===== src/rtl/global_signals_if.sv =====
// Chip-wide clock, reset and control strobes shared by the fetch-side blocks.
interface global_signals_if;
    logic clk;
    logic reset;
    logic delete_tagged;

    modport master (output clk, output reset, output delete_tagged);
    modport slave  (input clk, input reset, input delete_tagged);
endinterface


===== src/rtl/instr_cache_if.sv =====
// Dual fetch-port lookup and single line-fill memory channel of the instruction cache.
interface instr_cache_if #(
    parameter int unsigned XLEN = 32
);
    logic [1:0][XLEN-1:0] address_in;
    logic [1:0][31:0]     instr_out;
    logic [1:0]           hit;
    logic                 mem_read;
    logic [XLEN-1:0]      mem_address;
    logic [31:0]          mem_data;
    logic                 mem_ready;

    modport master (
        output address_in, output mem_data, output mem_ready,
        input  instr_out, input hit, input mem_read, input mem_address
    );
    modport slave (
        input  address_in, input mem_data, input mem_ready,
        output instr_out, output hit, output mem_read, output mem_address
    );
endinterface


===== src/rtl/instr_cache.sv =====
// Direct-mapped, two-port lookup instruction cache with 4-word lines filled one beat at a time.
module instr_cache #(
    parameter int unsigned XLEN = 32,
    parameter int unsigned SETS = 16
) (
    global_signals_if.slave gsi,
    instr_cache_if.slave    bus
);
    localparam int unsigned IDX_W = $clog2(SETS);
    localparam int unsigned TAG_W = XLEN - 4 - IDX_W;

    localparam logic [0:0] IDLE = 1'b0;
    localparam logic [0:0] FILL = 1'b1;

    logic [SETS-1:0]  valid_q;
    logic [TAG_W-1:0] tag_q  [SETS];
    logic [3:0][31:0] data_q [SETS];

    logic [0:0]      state_q;
    logic [1:0]      beat_q;
    logic [XLEN-1:0] base_q;
    logic [IDX_W-1:0] idx_q;

    logic [1:0][IDX_W-1:0] idx;
    logic [1:0][TAG_W-1:0] tag;
    logic [1:0][1:0]       off;
    logic [1:0]            port_hit;
    logic [XLEN-5:0]       fill_line;
    logic                  start_fill;
    logic                  last_beat;

    always_comb begin
        for (int i = 0; i < 2; i++) begin
            idx[i]           = bus.address_in[i][4+IDX_W-1:4];
            tag[i]           = bus.address_in[i][XLEN-1:4+IDX_W];
            off[i]           = bus.address_in[i][3:2];
            port_hit[i]      = valid_q[idx[i]] && (tag_q[idx[i]] == tag[i]);
            bus.instr_out[i] = port_hit[i] ? data_q[idx[i]][off[i]] : 32'h0;
        end
    end

    assign bus.hit = port_hit;

    // Port 0 has priority; when both miss on one line a single fill covers both.
    assign fill_line  = !port_hit[0] ? bus.address_in[0][XLEN-1:4] : bus.address_in[1][XLEN-1:4];
    assign start_fill = (state_q == IDLE) && (port_hit != 2'b11);
    assign last_beat  = (state_q == FILL) && bus.mem_ready && (beat_q == 2'd3);

    assign bus.mem_read    = (state_q == FILL);
    assign bus.mem_address = base_q + XLEN'({beat_q, 2'b00});

    always_ff @(posedge gsi.clk) begin
        if (gsi.reset) begin
            valid_q <= '0;
            state_q <= IDLE;
            beat_q  <= 2'd0;
            base_q  <= '0;
            idx_q   <= '0;
        end else begin
            case (state_q)
                IDLE: begin
                    if (start_fill) begin
                        base_q                          <= {fill_line, 4'h0};
                        idx_q                           <= fill_line[IDX_W-1:0];
                        valid_q[fill_line[IDX_W-1:0]] <= 1'b0;
                        beat_q                          <= 2'd0;
                        state_q                         <= FILL;
                    end
                end
                FILL: begin
                    if (bus.mem_ready) begin
                        beat_q <= beat_q + 2'd1;
                    end
                    if (last_beat) begin
                        valid_q[idx_q] <= 1'b1;
                        state_q        <= IDLE;
                    end
                end
                default: state_q <= IDLE;
            endcase
        end
    end

    // Arrays carry no reset; the valid bits alone guard their contents.
    always_ff @(posedge gsi.clk) begin
        if (!gsi.reset && (state_q == FILL) && bus.mem_ready) begin
            data_q[idx_q][beat_q] <= bus.mem_data;
            if (beat_q == 2'd3) begin
                tag_q[idx_q] <= base_q[XLEN-1:4+IDX_W];
            end
        end
    end

    logic unused_inputs;
    assign unused_inputs = ^{bus.address_in[0][1:0], bus.address_in[1][1:0], gsi.delete_tagged};

endmodule


===== src/flat_wrapper.sv =====
// flat-port wrapper written by rule: the top's interface ports become plain ports
module instr_cache_flat 
#(
    parameter int unsigned XLEN = 32,
    parameter int unsigned SETS = 16
)
  (gsi_clk, gsi_reset, gsi_delete_tagged, bus_address_in, bus_mem_data, bus_mem_ready, bus_instr_out, bus_hit, bus_mem_read, bus_mem_address);
  global_signals_if gsi_i ();
  instr_cache_if #(.XLEN(XLEN)) bus_i ();
  input wire logic [$bits(gsi_i.clk)-1:0] gsi_clk;
  input wire logic [$bits(gsi_i.reset)-1:0] gsi_reset;
  input wire logic [$bits(gsi_i.delete_tagged)-1:0] gsi_delete_tagged;
  input wire logic [$bits(bus_i.address_in)-1:0] bus_address_in;
  input wire logic [$bits(bus_i.mem_data)-1:0] bus_mem_data;
  input wire logic [$bits(bus_i.mem_ready)-1:0] bus_mem_ready;
  output wire logic [$bits(bus_i.instr_out)-1:0] bus_instr_out;
  output wire logic [$bits(bus_i.hit)-1:0] bus_hit;
  output wire logic [$bits(bus_i.mem_read)-1:0] bus_mem_read;
  output wire logic [$bits(bus_i.mem_address)-1:0] bus_mem_address;
  assign gsi_i.clk = gsi_clk;
  assign gsi_i.reset = gsi_reset;
  assign gsi_i.delete_tagged = gsi_delete_tagged;
  assign bus_i.address_in = bus_address_in;
  assign bus_i.mem_data = bus_mem_data;
  assign bus_i.mem_ready = bus_mem_ready;
  assign bus_instr_out = bus_i.instr_out;
  assign bus_hit = bus_i.hit;
  assign bus_mem_read = bus_i.mem_read;
  assign bus_mem_address = bus_i.mem_address;
  instr_cache #(.XLEN(XLEN), .SETS(SETS)) u_core (.gsi(gsi_i), .bus(bus_i));
endmodule

===== config.mk =====
export PLATFORM = sky130hd
export DESIGN_NAME = instr_cache_flat
export DESIGN_NICKNAME = d
export VERILOG_FILES = /design/src/rtl/global_signals_if.sv /design/src/rtl/instr_cache_if.sv /design/src/rtl/instr_cache.sv /design/src/flat_wrapper.sv
export SDC_FILE = /design/constraint.sdc
export NUM_CORES = 2
export LEC_CHECK = 0
export CORE_MARGIN = 1
export CORE_UTILIZATION = 40
export CTS_BUF_LIST = sky130_fd_sc_hd__clkbuf_8
export CTS_CLUSTER_DIAMETER = 150
export DETAILED_ROUTE_END_ITERATION = 12
export SLEW_MARGIN = 5
export SYNTH_ARGS = -nofsm -noshare
export SYNTH_HDL_FRONTEND = slang
export SYNTH_SLANG_ARGS = --single-unit
export TNS_END_PERCENT = 1

===== constraint.sdc =====
create_clock -name gsi_clk -period 12.5 [get_ports gsi_clk]
set_input_delay 3.125 -clock gsi_clk [delete_from_list [all_inputs] [get_ports gsi_clk]]
set_output_delay 3.125 -clock gsi_clk [all_outputs]
set_load 0.01 [all_outputs]

-- After elaboration in Yosys (flattened, before gate mapping)
Memory sizes are Yosys's and may differ from the RTL's.
Index checks and enable logic that the tools add are counted.
- register bits after elaboration: 51
- RAM bits: 2432
- bits of input ports: 100
- output and inout port bits: 99
- logic and storage cells: 75
- memories: 2
- add/sub/neg operators: 2
- order comparisons: 10
- eq/ne operators: 7
- muxes and demuxes: 31
- bitwise operators: 4
- reduce and logical (&&, ||, !) cells: 14
- memory list (name ; words ; width ; rd ports ; clocked after memory_dff ; wr ports ; RTL line ; RTL):
    u_core.data_q ; 16 ; 128 ; 2 ; 0 ; 1 ; instr_cache.sv:17 ; logic [3:0][31:0] data_q [SETS];
    u_core.tag_q ; 16 ; 24 ; 2 ; 0 ; 1 ; instr_cache.sv:16 ; logic [TAG_W-1:0] tag_q [SETS];
- operator list (operator ; number):
    $mux W32 ; 5
    $bmux W32 S2 ; 2
    $mux W128 ; 1
    $demux W32 S2 ; 1
    $eq A24 B24 Y1 ; 2
    $add A32 B4 Y32 ; 1
    $mux W16 ; 2
    $pmux W16 S2 ; 1
    $mux W28 ; 1
    $lt A4 B5 Y1 const B ; 4
    $and A16 B16 Y16 ; 1
    $not A16 Y16 ; 1
    $or A16 B16 Y16 ; 1
    $logic_and A1 B1 Y1 ; 10
    $mux W1 ; 10
    $lt A2 B3 Y1 const B ; 3
    $bmux W1 S4 ; 2
    $demux W1 S4 ; 2
    $ge A4 B1 Y1 const B ; 2
    $ne A2 B2 Y1 const B ; 3
    $reduce_and A2 Y1 ; 3
    $mux W2 ; 2
    $pmux W2 S2 ; 1
    $add A2 B1 Y2 const B ; 1
    6 further kinds ; 6

-- Longest topological paths before layout
- depth after elaboration: 12
- depth in mapped cells: 18
- depth with buffers taken out: 10

-- Least setup slack after synthesis
No wires, ideal clock.
- kind: input port to output port
- start: input bus_address_in[36]
- end: output bus_instr_out[32]
- arrival: 6.525 ns
- data required time: 9.375 ns
- slack: 2.850 ns
- stages: 10
- buffers on the path: 6
- path through: buf_2 buf_2 buf_2 buf_2 clkbuf_1 buf_1 mux4_2 mux4_2 mux4_2 nor2b_1
- longest elaborated chain between the ends: 4
- elaborated cells on any way between the ends: 9
- classes of those cells: eq/ne (1); mux (5); reduce/logical (1); memory (2)
- RTL lines (what ; RTL line ; RTL):
    start: declaration ; flat_wrapper.sv:13 ; input wire logic [$bits(bus_i.address_in)-1:0] bus_address_in;
    $mem_v2 Z16 W24, or another cell as far along ; -- ;
    $eq A24 B24 Y1, or another cell as far along ; instr_cache.sv:37 ; port_hit[i] = valid_q[idx[i]] && (tag_q[idx[i]] == tag[i]);
    $logic_and A1 B1 Y1 / $mux W32 (equally long branches) ; instr_cache.sv:37, instr_cache.sv:38 ;
    $mux W32 * ; instr_cache.sv:38 ; bus.instr_out[i] = port_hit[i] ? data_q[idx[i]][off[i]] : 32'h0;
    end: declaration ; flat_wrapper.sv:16 ; output wire logic [$bits(bus_i.instr_out)-1:0] bus_instr_out;
Every way passes the cells marked *; elsewhere a longest branch is shown, timed or not. The select of a mux whose other input is x is not followed.

-- Worst setup path after layout
- start: input bus_address_in[4]
- end: output bus_instr_out[11]
The elaborated chain is that of the path after synthesis.

==> metrics <==
Filler Cell Count 24200; DRC marker count from the first detailed-route iteration 9176; area of the die 292000 um^2; CP max stage delay 710 ps; DR vias 65200; Die Width 540 um; number of max-cap violations 0; top post-synthesis cells by area edfxtp_1, mux4_2, mux2i_1; family with the most delay on the worst path buffers and inverters; data arrival time of the critical path 8400 ps; fraction of layout cells with a size suffix above 1 37.8%; Placement Cell Area 123000 um^2; synthesis-stage register bit count 2479; final worst path period need 11530 ps; global-route wire length before repair 521 mm; Most Crowded Layer GR met2; critical register-to-register path startpoint u_core.tag_q[13][20]; clock buffers created by TritonCTS 419; critical path start-end classification primary input to primary output; number of max-slew violations in the final report 0; met2 Usage GRT 39.4%; crit path from bus_address_in[4]; CTS tree yes; number of port buffers 191; WL/cell 38.1 um; TritonCTS Sinks 2479; clock transition at the registers of the reported paths 60 ps; required time of the critical path 9380 ps; remaining global-route overflow 0; number of synthesis warnings 0; share of flip-flops with an asynchronous set or reset after synthesis 0%; met1 usage in global routing 36.5%; finished layout cell area 131000 um^2; met3 capacity usage during global routing 5.84%; cell with the largest stage delay on the worst path nor2b_1; initial core utilization 40.2%; Top Ports 199; final routed wirelength across all metal layers 377 mm; count of antenna-violating nets left after detailed routing 0; area leader, netlist edfxtp_1; post-route setup TNS 0 ps; Final #Nets 5862; Post-route DRC 0; setup skew after layout 72.7 ps; Setup crit end kind primary output; Worst IR Drop VDD 0.000102 V; final worst-path cycle share 92.2%; number of cells produced by synthesis 5373; antenna violations before repair 32; HPWL reported at the end of detailed placement 208 mm; crit-path max FO 69; Post-Synthesis Cell Area 116000 um^2; post-synth top area share 63.0%; reported leakage power 40.5 nW; maximum clock path buffer count 4; FMAX 0.0868 GHz; result of the run finished, final reports clean; fraction of the yosys area taken by sequential cells 63.8%; growth of design area from synthesis to finish 12.6%; class of the tightest hold or removal check flop to flop; number of distinct library cell variants in the gate-level netlist after synthesis 88; GRT Resource Usage Total 25.6%; final RePlAce weighted congestion 0.864; Hold Buf Count CTS 0; area of the placeable core 288000 um^2; average cell area after synthesis 21.6 um^2; total power per unit cell area 135 nW/um^2; nature of the critical path startpoint primary input; buffers plus inverters on the worst setup path 4; transition time of the tightest slew-check pin 1260 ps; via count of the first global-routing pass 65700; Clock Root Buffer clkbuf_8; worst skew pair latency 1090 ps; number of hold violations in the final report 0; Synth Flop Type edfxtp_1; unrepaired setup endpoints after global routing false; largest net degree at the start of global routing 142; most frequent cell after synthesis edfxtp_1; count of endpoints failing setup in the final report 0; H-Tree Depth 5; number of synthesized flops with an enable pin 2432; Resized cells post-CTS 0; number of setup buffers added after CTS 0; relative slew slack 16.1%; Initial DRT Pass Iterations 6; Core Rows 197; hold path start u_core.valid_q[7]; die extent in y 540 um; mean number of vias per cell 6.59; leading cell types by count after synthesis edfxtp_1, mux4_2, mux2i_1; worst path cell trace buf_8 -> nor2b_1 -> buf_4 -> a22oi_1 -> a21oi_1 -> o221ai_1 -> or3_2 -> a211oi_1 -> nand4_1 -> buf_4 -> a211oi_1 -> clkdlybuf4s50_1
==> final cells by class <==
type                            instances  area [um^2]  area share (%)
Tap cell                             3781         4730            3.63
Clock inverter                        341         1960            1.51
Sequential cell                      2479        74000            56.7
Inverter                               24          104          0.0796
Timing Repair Buffer                  383         3390            2.60
Multi-Input combinational cell       2451        40400            30.9
Clock buffer                          431         5930            4.55
Antenna cell                           10         25.0          0.0192
==> cell families after synthesis <==
family	count (synthesis)	synth area share [%]
adder cells (fa/ha/maj)	4	0.0432
multiplexers	1695	30.2
flip-flops	2479	63.8
buffers and inverters	444	1.80
XOR/XNOR	49	0.370
other	1	0.00323
AND/OR/NAND/NOR	381	1.67
AO/OA/AOI/OAI	320	2.07
==> power breakdown <==
part	switching, W	internal (W)	total (W)	leakage, nW
clock	0.00348	0.00354	0.00702	4.48
combinational	0.000791	0.000618	0.00141	13.8
sequential	0.0000355	0.00915	0.00918	22.2
==> stage by stage <==
stage / util (%) / instances / total power, W / worst slack [ps] / hold WS, ps
final: 45.3 / 9900 / 0.0176 / 973 / 520
after CTS: 45.3 / 9890 / 0.0177 / 1050 / 518
after floorplan: - / 5374 / 0.0102 / 2850 / 478
after global placement: 42.5 / 9118 / 0.0108 / 1070 / 513
after detailed placement: 42.5 / 9118 / 0.0108 / 1050 / 510
after global routing: 45.3 / 9893 / 0.0181 / 874 / 531
==> state kept, by name, indices dropped and copies added, names as in the netlist <==
name	count
u_core.idx_q	3
u_core.beat_q	2
u_core.valid_q	16
u_core.bus.mem_read	1
u_core.base_q	25
u_core.data_q	2048
u_core.tag_q	384
==> tightest hold or removal path, stage by stage, from the launching register on <==
cell	delay (ps)
dfxtp_1	320
nor2_1	100
a311oi_1	50
==> worst paths after layout <==
check / end / slack, ps / cells past startpoint
max: bus_instr_out[11] / 970 / 12
min reg2reg: u_core.valid_q[7] / 520 / 2
min: u_core.valid_q[7] / 520 / 2
max reg2reg: u_core.valid_q[5] / 7400 / 11
==> routing by layer <==
layer	vias up	wire, um	share of wire [%]
met4	20	10400	2.8
met2	3930	176000	47
met3	637	39500	10
li1	24700	-	-
met5	-	137	0.036
met1	35900	151000	40
==> cells in the final DEF, fill, tap and decap left out, types with 51 or more instances in the layout <==
cell and n:
edfxtp_1 2432, inv_1 138, nor2_4 64, mux2i_1 229, nor2b_1 52, clkdlybuf4s50_1 147
a22oi_1 55, clkinv_2 51, nor2_1 52, nand2_1 71, mux4_2 1428, a211oi_1 64
buf_4 181, clkbuf_8 431, clkinv_1 130
Note: power is estimated with default switching activity, not from simulation.
